[config.mk]
export PLATFORM = sky130hd
export DESIGN_NAME = reg8file_arbiter
export DESIGN_NICKNAME = d
export VERILOG_FILES = /design/src/rtl/reg8file_pkg.sv /design/src/rtl/rr_arb2.sv /design/src/rtl/reg8file_arbiter.sv
export SDC_FILE = /design/constraint.sdc
export NUM_CORES = 1
export LEC_CHECK = 0
export ABC_CLOCK_PERIOD_IN_PS = 2100
export CAP_MARGIN = 10
export CORE_UTILIZATION = 38
export CTS_CLUSTER_SIZE = 8
export DETAILED_ROUTE_END_ITERATION = 12
export DONT_BUFFER_PORTS = 1
export PLACE_DENSITY_LB_ADDON = 0.12
export SETUP_SLACK_MARGIN = 0.05
export SLEW_MARGIN = 40
export SYNTH_ARGS = -nofsm -noshare
export SYNTH_HDL_FRONTEND = slang
export SYNTH_SLANG_ARGS = --single-unit
[constraint.sdc]
create_clock -name clk -period 2.1 [get_ports clk]
set_input_delay 0.105 -clock clk [delete_from_list [all_inputs] [get_ports clk]]
set_output_delay 0.105 -clock clk [all_outputs]
set_load 0.005 [all_outputs]
[src/rtl/reg8file_pkg.sv]
// rtl/reg8file_pkg.sv - shared types and constants for the reg8file arbiter
//
// Purpose: FSM state encoding, register-file geometry and grant-owner
// encoding shared by the arbiter top and its round-robin picker.
package reg8file_pkg;

  typedef enum logic [1:0] {
    IDLE  = 2'd0,
    SERVE = 2'd1,
    ACK   = 2'd2
  } state_t;

  localparam int RF_DW   = 8;
  localparam int RF_AW   = 3;
  localparam int RF_NREG = 8;
  // Register-file select ports are one bit wider than the address.
  localparam int RF_SW   = 4;

  localparam logic OWN_A = 1'b0;
  localparam logic OWN_B = 1'b1;

endpackage

[src/rtl/rr_arb2.sv]
// rtl/rr_arb2.sv - combinational 2-way round-robin pick
//
// Purpose: choose between requesters A and B. On a tie the requester that
// was not granted last wins; a lone request wins regardless of history.
// Ports:
//   req_a, req_b  in  request lines
//   last          in  most recently granted owner (OWN_A / OWN_B)
//   gnt_valid     out at least one request is present
//   gnt_owner     out winning owner (OWN_A / OWN_B)
import reg8file_pkg::*;

module rr_arb2 (
  input  logic req_a,
  input  logic req_b,
  input  logic last,
  output logic gnt_valid,
  output logic gnt_owner
);

  always_comb begin
    gnt_valid = req_a | req_b;
    gnt_owner = OWN_A;
    if (req_a && req_b) begin
      gnt_owner = (last == OWN_A) ? OWN_B : OWN_A;
    end else if (req_b) begin
      gnt_owner = OWN_B;
    end
  end

endmodule

[src/rtl/reg8file_arbiter.sv]
// rtl/reg8file_arbiter.sv - two-port round-robin sequencer for the reg8file
//
// Purpose: shares the register file's single write and read port between
// requesters A and B. A granted request is latched, driven to the register
// file for one SERVE cycle, then acknowledged in the ACK cycle.
// Ports:
//   clk, clr                      clock, synchronous active-low reset
//   a_req/a_we/a_addr/a_wdata     requester A transaction
//   b_req/b_we/b_addr/b_wdata     requester B transaction
//   a_ack, b_ack                  one-cycle completion pulses
//   a_rdata, b_rdata              per-requester read result registers
//   rf_wsel/rf_en/rf_d            register-file write port
//   rf_rsel/rf_q                  register-file read port
//   busy                          FSM is not IDLE
import reg8file_pkg::*;

module reg8file_arbiter #(
  parameter int DW = RF_DW,
  parameter int AW = RF_AW
) (
  input  logic             clk,
  input  logic             clr,
  input  logic             a_req,
  input  logic             a_we,
  input  logic [AW-1:0]    a_addr,
  input  logic [DW-1:0]    a_wdata,
  input  logic             b_req,
  input  logic             b_we,
  input  logic [AW-1:0]    b_addr,
  input  logic [DW-1:0]    b_wdata,
  output logic             a_ack,
  output logic             b_ack,
  output logic [DW-1:0]    a_rdata,
  output logic [DW-1:0]    b_rdata,
  output logic [RF_SW-1:0] rf_wsel,
  output logic             rf_en,
  output logic [DW-1:0]    rf_d,
  output logic [RF_SW-1:0] rf_rsel,
  input  logic [DW-1:0]    rf_q,
  output logic             busy
);

  state_t        state_q, state_d;
  logic          last_q;
  logic          own_q;
  logic          we_q;
  logic [AW-1:0] addr_q;
  logic [DW-1:0] wdata_q;

  logic gnt_valid;
  logic gnt_owner;

  rr_arb2 u_rr_arb2 (
    .req_a     (a_req),
    .req_b     (b_req),
    .last      (last_q),
    .gnt_valid (gnt_valid),
    .gnt_owner (gnt_owner)
  );

  always_ff @(posedge clk) begin
    if (!clr) begin
      state_q <= IDLE;
    end else begin
      state_q <= state_d;
    end
  end

  always_comb begin
    state_d = state_q;
    a_ack   = 1'b0;
    b_ack   = 1'b0;
    rf_en   = 1'b0;
    case (state_q)
      IDLE: begin
        if (gnt_valid) begin
          state_d = SERVE;
        end
      end
      SERVE: begin
        // Gating with clr keeps a reset cycle from committing the write.
        rf_en   = we_q & clr;
        state_d = ACK;
      end
      ACK: begin
        a_ack   = (own_q == OWN_A);
        b_ack   = (own_q == OWN_B);
        state_d = IDLE;
      end
      default: begin
        state_d = IDLE;
      end
    endcase
  end

  // Request latch, round-robin history and read-result registers.
  always_ff @(posedge clk) begin
    if (!clr) begin
      last_q  <= OWN_B;
      own_q   <= OWN_A;
      we_q    <= 1'b0;
      addr_q  <= '0;
      wdata_q <= '0;
      a_rdata <= '0;
      b_rdata <= '0;
    end else begin
      if (state_q == IDLE && gnt_valid) begin
        last_q  <= gnt_owner;
        own_q   <= gnt_owner;
        we_q    <= (gnt_owner == OWN_B) ? b_we    : a_we;
        addr_q  <= (gnt_owner == OWN_B) ? b_addr  : a_addr;
        wdata_q <= (gnt_owner == OWN_B) ? b_wdata : a_wdata;
      end
      if (state_q == SERVE && !we_q) begin
        if (own_q == OWN_A) begin
          a_rdata <= rf_q;
        end else begin
          b_rdata <= rf_q;
        end
      end
    end
  end

  // Select and data lines simply follow the latch, so they hold the last
  // granted request outside SERVE.
  assign rf_wsel = RF_SW'(addr_q);
  assign rf_rsel = RF_SW'(addr_q);
  assign rf_d    = wdata_q;
  assign busy    = (state_q != IDLE);

endmodule

# == Word level (Yosys, flattened, before mapping) ==
# Index checks and enable logic that the tools add are counted.
# word_totals
ff_bits,32
wordCells,33
# classes
n_eq_ne,3
muxes,11
bitwise_logic,3
n_reduce_logical,8
# ops
cell,count
8-bit two-way mux,1
1-bit two-way mux,7
2-bit one-hot mux with 2 select lines,1
2-bit AND reduction,2
1-bit logical AND,3
3-bit two-way mux,1
2-bit by 1-bit == test with 1-bit output (second input constant),1
2-bit == test (second input constant),1
2-bit zero test,1
2-bit two-way mux,1
2-bit inequality test (second input constant),1
2-bit nonzero test,1
1-bit bitwise AND,1
1-bit zero test,1
1-bit NOT,1
1-bit bitwise OR,1

# == Logic depth before layout (Yosys ltp) ==
# Gate-level depths: netlist (run 1).
# logic_depth
word_depth,3
ltp_mapped,5
ltp_nobuf,3

# == By module ==
# A second synthesis (run 1) with hierarchy kept.
# hier_totals
hier_cells,160
hier_area_um2,1569.0
# by_module_without_submodules
module,n_inst,cells_per_inst,area_per_inst_um2,seq_area_each_um2
reg8file_arbiter,1,158,1555.2,640.6
rr_arb2,1,2,13.8,0.0

# == Least setup slack after synthesis (run 1) ==
# OpenSTA, ideal clock, no wires.
# synth_timing
path_type,reg-to-reg
start,register state_q[0]
end,register a_rdata[5]
t_arrival_ns,1.218
required_time_ns,1.986
setup_slack_ns,0.769
path_stages_with_launch,6
path_buffers,2
path_cell_list,dfxtp_1 > or4b_1 > buf_6 > buf_12 > nand3_2 > o21ai_2
# synth_between
elab_chain_cells,3
# synth_lines
item,line,rtl
from (decl),reg8file_arbiter.sv:43,"state_t state_q, state_d;"
from (signal assigned),reg8file_arbiter.sv:65,state_q <= state_d;
2-bit by 1-bit == test with 1-bit output,reg8file_arbiter.sv:114,if (state_q == SERVE && !we_q) begin
1-bit logical AND,reg8file_arbiter.sv:114,
2-bit AND reduction (no source line),-,
to (signal assigned),reg8file_arbiter.sv:116,a_rdata <= rf_q;
to (decl),reg8file_arbiter.sv:33,"output logic [DW-1:0] a_rdata,"
# Every way passes these cells.
# A chain may end at the register's enable or synchronous reset.

# == Worst setup path in the final report (run 1) ==
# layout_timing
start,register state_q[1]
end,register addr_q[2]
# layout_between
elab_chain_cells,2
# layout_lines
item,line,rtl
2-bit zero test,reg8file_arbiter.sv:107,if (state_q == IDLE && gnt_valid) begin
1-bit logical AND,reg8file_arbiter.sv:107,
to (signal assigned),reg8file_arbiter.sv:111,addr_q <= (gnt_owner == OWN_B) ? b_addr : a_addr;
to (decl),reg8file_arbiter.sv:47,logic [AW-1:0] addr_q;
# Every way passes these cells.

==> metrics.cfg, run 1 <==
[worst_hold_path]
hold_start=b_req
hold-path-cell-count=2
min_to=last_q
hold_path.class=input pin to flip-flop

[yosys]
seq_area_frac_synth=0.4613
postSynthCellCount=160
synth_edf_count=0
ys.flop_type=dfxtp_1
ys_ff_latch=32
synth_area_per_cell_um2=8.680
async_reset_ff_frac=0
netlist_area_um2=1389
ys_types=27
synth-warning-count=0

[routing]
wire_per_inst_um=14.04
drt-initial-drc-count=49
routed_wl_um=3244
dr_total_vias=1226
drcViolationCount=0
viasPerCell=5.307
antenna_left=0
drt-pass1-iter-count=5

[cells_and_area]
diodes=0
nNetsFinal=221
final_common_cell=nand2_1
fillCellCount=331
area_growth_syn_to_layout_pct=24.05
seqCellArea_um2=640.6
multiInputGateArea_um2=623.1
drive_above_1_share=0.1297
layout_common_cells=nand2_1, dfxtp_1, dlygate4sd3_1

[sta]
setup_viol_count_final=0
maxSlewHeadroom=0.5410
rsz0062_at_grt=no
slew_violations=0
setup_slack_ps=283.6
fmax_mhz=550.6
min_period_ps=1816
worst_slew_pin_slew_ps=688.6
finalHoldViolCount=0
tns_ps=0
hold_slack_ps=3.922
period_share=0.8649
fin_skew_ps=5.205

[clocking]
numCtsBuffers=5
clk_pin_slew_worst_paths_ps=90
cts.sinks=32
ctsHtreeMaxLevel=2
clock_path_buffers=2
insertion_delay_ps=320
root_buffer=clkbuf_4
cts_resized=0
cts_tree=done

[power_and_ir_drop]
ir_drop_mv=0.3346
totalPowerFinal_uw=1233
p_leak_uw=0.0006771
p_per_area_nw_per_um2=715.5

[global_routing]
grt_antenna_before_repair=0
overflow=0
grt_usage=0.1785
grt_pass1_wl_um=5402
first_global_vias=1224
grt_max_degree=27

[placement]
gp_congestion=0.6925
post-place-ws_ps=454.4
post-dp-hpwl_um=2073
io_buffers=0

[critical_path]
rr_endpoint=addr_q[2]
crit_fanout=12
rrSetupSlack_ps=280
startpoint=state_q[1]
max_stage_delay_ps=600
worstPathRequired_ps=2310
cp_cell_sequence=nor2_2 > and2_1 > a311oi_1 > dlygate4sd3_1
end_kind=flip-flop
r2r_start=state_q[1]
reg2reg_depth=4
cp.arrival_ps=2020
slowest_stage=dlygate4sd3_1
start_kind=flip-flop
crit_type=flip-flop to flip-flop

[floorplan]
die_x_um=62.46
rows=21
initial_core_util=0.4066
num_io_pins=72
coreArea_um2=3416
die_y_um=62.46
die_area_um2=3901

[flow_run]
drv_cap=0

[run_status]
status=finished clean

-- flip-flops by register name, indices dropped and copies added, names as in the netlist --
register and count:
b_rdata 8, state_q 2, own_q 1, addr_q 3, we_q 1, rf_d 8, last_q 1, a_rdata 8
-- cell usage after synthesis (2+ instances only) --
master / instances / area share
o21ai_2: 8 / 0.050
buf_2: 5 / 0.018
nor3b_1: 2 / 0.011
o21ai_0: 9 / 0.032
a21bo_2: 2 / 0.014
a311oi_1: 12 / 0.076
clkbuf_1: 5 / 0.014
nand2_1: 33 / 0.089
nand3_1: 14 / 0.050
buf_4: 5 / 0.027
nand3_2: 2 / 0.014
and2_1: 2 / 0.0090
inv_1: 2 / 0.0054
dfxtp_1: 32 / 0.46
and3_1: 2 / 0.0090
a21oi_1: 14 / 0.050
-- final cells by class --
cell class | count | area share
inverter | 2 | 0.004357
timing repair buffer | 36 | 0.2019
tap | 46 | 0.03341
clock inverter | 1 | 0.002905
sequential | 32 | 0.3718
multi-input combinational | 108 | 0.3617
clock buffer | 6 | 0.02397
-- power by group --
part | internal (uW) | leakage (uW) | switching [uW] | total [uW]
combinational | 114 | 0.000387 | 110 | 224
sequential | 653 | 0.000262 | 40.8 | 694
clock | 123 | 0.0000281 | 192 | 315
total | 890 | 0.000677 | 343 | 1230
-- worst max-delay path: cells and delay by family, from the launching register on --
kind            cells  cell delay (ps)
simple gates        2              570
buf+inv             1              600
compound gates      1              170
flops               1              360
-- cells by family after synthesis --
logic type / share of synthesized area
other: 0.002700
and+or+nand+nor: 0.2144
buffers and inverters: 0.09279
DFF: 0.4613
AOI/OAI and AO/OA: 0.2288
-- how the worst max path moves through the flow --
stage / end / depth (start not counted)
3_5_place_dp: a_rdata[2] / 3
3_3_place_gp: a_rdata[7] / 3
4_1_cts: rf_d[2] / 4
2_1_floorplan: a_rdata[5] / 5
5_1_grt: addr_q[2] / 4
6_report: addr_q[2] / 4
-- routing by layer --
metal,share of wire,GRT usage,up-vias
li1,-,-,605
met1,0.38,0.1880,558
met2,0.51,0.3043,54
met3,0.088,0.06387,9
met4,0.024,0.1047,0
met5,0,0,-
-- what timing repair did --
item / 4_1_cts / 5_1_grt
endpoints found under the hold margin: 30 / 0
hold buffers: 33 / 0
buffers inserted: 0 / 0
-- stage by stage --
step / utilization / instances / area (um^2)
2_1_floorplan: - / 161 / 1393
3_3_place_gp: 0.3956 / 191 / 1351
3_5_place_dp: 0.3956 / 191 / 1351
4_1_cts: 0.5059 / 231 / 1728
5_1_grt: 0.5044 / 231 / 1723
6_report: 0.5044 / 231 / 1723
Power figures use the tool's default switching activity.
==> run 2: changes to the inputs <==
--- a/config.mk
+++ b/config.mk
@@ -11,7 +11,8 @@
 export CTS_CLUSTER_SIZE = 8
 export DETAILED_ROUTE_END_ITERATION = 12
 export DONT_BUFFER_PORTS = 1
-export PLACE_DENSITY_LB_ADDON = 0.12
+export GPL_TIMING_DRIVEN = 0
+export PLACE_DENSITY = 0.57
 export SETUP_SLACK_MARGIN = 0.05
 export SLEW_MARGIN = 40
 export SYNTH_ARGS = -nofsm -noshare
==> run 2 against run 1 <==
Net effect: first-iteration DRC count increased by 2.0%; clock-buffer cell count grew 2; core utilization rose by 3.4 points; combinational power rose by 17%; maximum frequency decreased by 6.1%; via count grew 5.9%; flip-flop and latch count stayed put; clock skew increased by 6.4 ps; critical endpoint is now we_q; largest cell class unchanged.
==> metrics.cfg, run 2 (synthesis gave the netlist of run 1 again) <==
[global_routing]
grt_usage=0.1921  ; was 0.1785
grt_antenna_before_repair=0  ; unchanged
first_global_vias=1205  ; was 1224
overflow=0  ; unchanged
grt_pass1_wl_um=5934  ; was 5402 um
grt_max_degree=11  ; was 27

[power_and_ir_drop]
p_per_area_nw_per_um2=717.9  ; was 715.5 nW/um^2
p_leak_uw=0.0007392  ; was 0.0006771 uW
seqPwrFrac=0.525  ; was 0.563
combPwrFrac=0.198  ; was 0.182
pwr-share-clk=0.277  ; was 0.255
p_sw_frac=0.2771  ; was 0.2780
power.switching_uw=366.1  ; was 342.8 uW
ir_drop_mv=0.4620  ; was 0.3346 mV
p_int_uw=955.3  ; was 890.0 uW

[sta]
period_share=0.9215  ; was 0.8649
fmax_mhz=516.7  ; was 550.6 MHz
finalHoldViolCount=0  ; unchanged
setup_viol_count_final=0  ; unchanged
min_period_ps=1935  ; was 1816 ps
tns_ps=0  ; unchanged
hold_slack_ps=20.41  ; was 3.922 ps
slew_violations=0  ; unchanged
fin_skew_ps=11.57  ; was 5.205 ps
rsz0062_at_grt=no  ; unchanged

[clocking]
root_buffer=clkbuf_4  ; unchanged
ctsHtreeMaxLevel=2  ; unchanged
insertion_delay_ps=330  ; was 320 ps
post_cts_buffers=0  ; unchanged
clk_pin_slew_worst_paths_ps=100  ; was 90 ps
cts.sinks=32  ; unchanged
numCtsBuffers=5  ; unchanged
cts_tree=done  ; unchanged
clock_path_buffers=2  ; unchanged

[critical_path]
start_kind=flip-flop  ; unchanged
startpoint=state_q[1]  ; unchanged
crit_type=flip-flop to flip-flop  ; unchanged
r2r_start=state_q[1]  ; unchanged
crit_fanout=10  ; was 12
worstPathRequired_ps=2330  ; was 2310 ps
cp.arrival_ps=2160  ; was 2020 ps
end_kind=flip-flop  ; unchanged

[floorplan]
die_x_um=62.46  ; unchanged
rows=21  ; unchanged
die_y_um=62.46  ; unchanged
coreArea_um2=3416  ; unchanged
die_area_um2=3901  ; unchanged
initial_core_util=0.4066  ; unchanged
num_io_pins=72  ; unchanged

[placement]
io_buffers=0  ; unchanged
placed_cells=207  ; was 191
gp_congestion=0.7118  ; was 0.6925
post-dp-hpwl_um=2343  ; was 2073 um
place_area_um2=1450  ; was 1351 um^2

[routing]
wire_per_inst_um=14.99  ; was 14.04 um
drt-pass1-iter-count=4  ; was 5
drcViolationCount=0  ; unchanged
routed_wl_um=3703  ; was 3244 um
drt-initial-drc-count=50  ; was 49
viasPerCell=5.255  ; was 5.307
antenna_left=0  ; unchanged
dr_total_vias=1298  ; was 1226

[cells_and_area]
layout_common_cells=nand2_1, dlygate4sd3_1, dfxtp_1  ; was nand2_1, dfxtp_1, dlygate4sd3_1
diodes=0  ; unchanged
drive_above_1_share=0.1642  ; was 0.1297
final_area_um2=1841  ; was 1723 um^2
area_growth_syn_to_layout_pct=32.52  ; was 24.05%
final-instance-count-excl-fill=247  ; was 231
nNetsFinal=236  ; was 221
final_util=0.5388  ; was 0.5044
fillCellCount=317  ; was 331

[worst_hold_path]
hold_start=a_req  ; was b_req
hold_path.class=input pin to flip-flop  ; unchanged

[run_status]
status=finished clean  ; unchanged

[flow_run]
drv_cap=0  ; unchanged

run 2: power groups by stage:
stage                     Combinational (uW)  Clock [uW]  Sequential (uW)
after floorplan                          156           0              696
after global placement                   184           0              705
after detailed placement                 188           0              707
after CTS                                255         375              693
after global routing                     287         404              701
final                                    262         366              694
run 2: per-stage QoR:
stage,setup slack (ps),total power (uW)
3_5_place_dp,683.5,895.1
3_3_place_gp,715.2,888.9
6_report,164.8,1321
2_1_floorplan,768.6,852.1
4_1_cts,127.5,1323
5_1_grt,71.99,1391
run 2: timing repair:
| item | 4_1_cts | 5_1_grt |
|---|---|---|
| endpoints found under the hold margin | 29 | 0 |
| endpoints found under the setup margin | 0 | 11 |
| hold buffers | 33 | 0 |
| gates resized for setup | 0 | 1 |
run 2: final timing paths:
check,slack (ps),depth (start not counted),endpoint
setup / recovery,160,5,we_q
hold / removal,20,2,last_q
setup reg to reg,160,5,we_q
hold reg to reg,480,2,a_rdata[6]
run 2: critical path, cell delays in order (launching register included):
cell and delay, ps:
dfxtp_1 380, nor2_4 260, and2_1 220, buf_2 250
a311oi_1 130, dlygate4sd3_1 580
run 2: cell type report:
cell class	instances	area (um^2)	share of cell area
buffer	18	117.6	0.06390
clock buffer	8	58.81	0.03195
inverter	2	7.507	0.004079
multi-input combinational	108	628.1	0.3413
sequential	32	640.6	0.3481
tap	46	57.56	0.03127
timing repair buffer	33	330.3	0.1795
run 2: layer usage:
metal / global-route usage / up-vias / part of all wire
met5: 0 / - / 0
met4: 0.05523 / 0 / 0.012
met3: 0.07482 / 5 / 0.079
met2: 0.3220 / 52 / 0.49
met1: 0.2258 / 598 / 0.41
li1: - / 643 / -
==> run 3: changes to the inputs <==
--- a/config.mk
+++ b/config.mk
@@ -8,11 +8,12 @@
 export ABC_CLOCK_PERIOD_IN_PS = 2100
 export CAP_MARGIN = 10
 export CORE_UTILIZATION = 38
+export CTS_BUF_LIST = sky130_fd_sc_hd__clkbuf_4
 export CTS_CLUSTER_SIZE = 8
 export DETAILED_ROUTE_END_ITERATION = 12
 export DONT_BUFFER_PORTS = 1
 export GPL_TIMING_DRIVEN = 0
-export PLACE_DENSITY = 0.57
+export PLACE_DENSITY = 0.54
 export SETUP_SLACK_MARGIN = 0.05
 export SLEW_MARGIN = 40
 export SYNTH_ARGS = -nofsm -noshare
==> run 3 against run 2 <==
Net effect: die area is the same; core utilization down 0.073 points; first-iteration DRC count shrank 12%; flip-flop and latch count unchanged; critical path type unchanged; non-clock buffer count unchanged; clock skew decreased by 5.2 ps; sequential power about the same; maximum frequency down 0.78%; critical endpoint is now addr_q[2].
==> metrics.cfg, run 3 (synthesis gave the netlist of run 1 again) <==
[routing]
drt-initial-drc-count=44  ; was 50
antenna_left=0  ; unchanged
routed_wl_um=3535  ; was 3703 um
wire_per_inst_um=14.31  ; was 14.99 um
drcViolationCount=0  ; unchanged
dr_total_vias=1275  ; was 1298
drt-pass1-iter-count=4  ; unchanged
viasPerCell=5.162  ; was 5.255

[global_routing]
overflow=0  ; unchanged
grt_max_degree=11  ; unchanged
first_global_vias=1299  ; was 1205
grt_antenna_before_repair=0  ; unchanged
grt_pass1_wl_um=5789  ; was 5934 um
grt_usage=0.1938  ; was 0.1921

[critical_path]
end_kind=flip-flop  ; unchanged
worstPathRequired_ps=2370  ; was 2330 ps
slowest_stage=dlygate4sd3_1  ; unchanged
crit_fanout=10  ; unchanged
cp_cell_sequence=a21boi_1 > buf_2 > nand2_1 > a311oi_1 > dlygate4sd3_1  ; was nor2_4 > and2_1 > buf_2 > a311oi_1 > dlygate4sd3_1
cp.arrival_ps=2220  ; was 2160 ps
crit_type=flip-flop to flip-flop  ; unchanged
start_kind=flip-flop  ; unchanged
max_stage_delay_ps=600  ; was 580 ps

[cells_and_area]
nNetsFinal=236  ; unchanged
multiInputGateArea_um2=628.1  ; unchanged
drive_above_1_share=0.1692  ; was 0.1642
layout_common_cells=nand2_1, dlygate4sd3_1, dfxtp_1  ; unchanged
final_area_um2=1838  ; was 1841 um^2
diodes=0  ; unchanged
fillCellCount=328  ; was 317
area_growth_syn_to_layout_pct=32.34  ; was 32.52%
seqCellArea_um2=640.6  ; unchanged

[floorplan]
die_area_um2=3901  ; unchanged
rows=21  ; unchanged
num_io_pins=72  ; unchanged
die_x_um=62.46  ; unchanged
coreArea_um2=3416  ; unchanged
die_y_um=62.46  ; unchanged
initial_core_util=0.4066  ; unchanged

[placement]
post-dp-hpwl_um=2417  ; was 2343 um
place_area_um2=1450  ; unchanged
io_buffers=0  ; unchanged
gp_congestion=0.7577  ; was 0.7118

[power_and_ir_drop]
p_int_uw=944.6  ; was 955.3 uW
p_per_area_nw_per_um2=708.9  ; was 717.9 nW/um^2
seqPwrFrac=0.532  ; was 0.525
p_sw_frac=0.2750  ; was 0.2771
pwr-share-clk=0.270  ; was 0.277
ir_drop_mv=0.3920  ; was 0.4620 mV
p_leak_uw=0.0007404  ; was 0.0007392 uW
combPwrFrac=0.198  ; about the same
power.switching_uw=358.4  ; was 366.1 uW

[sta]
min_period_ps=1950  ; was 1935 ps
slew_violations=0  ; unchanged
fmax_mhz=512.7  ; was 516.7 MHz
fin_skew_ps=6.399  ; was 11.57 ps
finalHoldViolCount=0  ; unchanged
rsz0062_at_grt=no  ; unchanged
hold_slack_ps=30.44  ; was 20.41 ps
period_share=0.9288  ; was 0.9215
tns_ps=0  ; unchanged
setup_viol_count_final=0  ; unchanged

[clocking]
cts.sinks=32  ; unchanged
clk_pin_slew_worst_paths_ps=90  ; was 100 ps
clock_path_buffers=2  ; unchanged
insertion_delay_ps=330  ; about the same
ctsHtreeMaxLevel=2  ; unchanged
cts_tree=done  ; unchanged
post_cts_buffers=0  ; unchanged
numCtsBuffers=5  ; unchanged
root_buffer=clkbuf_4  ; unchanged

[flow_run]
drv_cap=0  ; unchanged

[run_status]
status=finished clean  ; unchanged

[worst_hold_path]
hold_path.class=input pin to flip-flop  ; unchanged

## run 3: layer usage
| metal | up-vias | track usage | part of all wire |
|---|---|---|---|
| li1 | 640 | - | - |
| met1 | 584 | 0.1874 | 0.41 |
| met2 | 45 | 0.3546 | 0.51 |
| met3 | 6 | 0.08394 | 0.075 |
| met4 | 0 | 0.08140 | 0.012 |
| met5 | - | 0 | 0 |
## run 3: stage by stage
stage / power (uW) / setup slack (ps) / instances / utilization
4_1_cts: 1313 / 97.55 / 248 / 0.5377
3_3_place_gp: 889.4 / 707.3 / 207 / 0.4245
3_5_place_dp: 898.1 / 672.9 / 207 / 0.4245
2_1_floorplan: 852.1 / 768.6 / 161 / -
5_1_grt: 1371 / 50.20 / 247 / 0.5381
6_report: 1303 / 149.6 / 247 / 0.5381
## run 3: power groups by stage
stage	logic (uW)	registers [uW]	clock network [uW]
finish	258	693	352
global route	286	700	386
CTS	259	693	361
detailed placement	191	707	0
global placement	185	704	0
floorplan	156	696	0
## run 3: repair_timing
item | CTS | global route
resized for setup | 0 | 1
endpoints found under the hold margin | 29 | 0
endpoints found under the setup margin | 0 | 10
hold buffers | 33 | 0
## run 3: critical path, delay by kind of cell (launching register included)
| family | cells | cell delay, ps |
|---|---|---|
| buf+inv | 2 | 880 |
| compound gates | 2 | 600 |
| flops | 1 | 350 |
| simple gates | 1 | 70 |
## run 3: final cells by class
class / instances / area share
plain buffers: 18 / 0.06399
clock buffers: 7 / 0.02859
clock inverters: 1 / 0.002042
inverters: 2 / 0.004084
multi-input cells: 108 / 0.3417
flip-flops and latches: 32 / 0.3485
well taps: 46 / 0.03131
repair buffers: 33 / 0.1797
## run 3: final timing paths
check	start	to	slack, ps	cells past startpoint
worst min register to register	a_rdata[6]	a_rdata[6]	480	2
worst max register to register	last_q	addr_q[2]	150	5
worst max-delay path	last_q	addr_q[2]	150	5
worst min-delay path	a_req	last_q	30	2
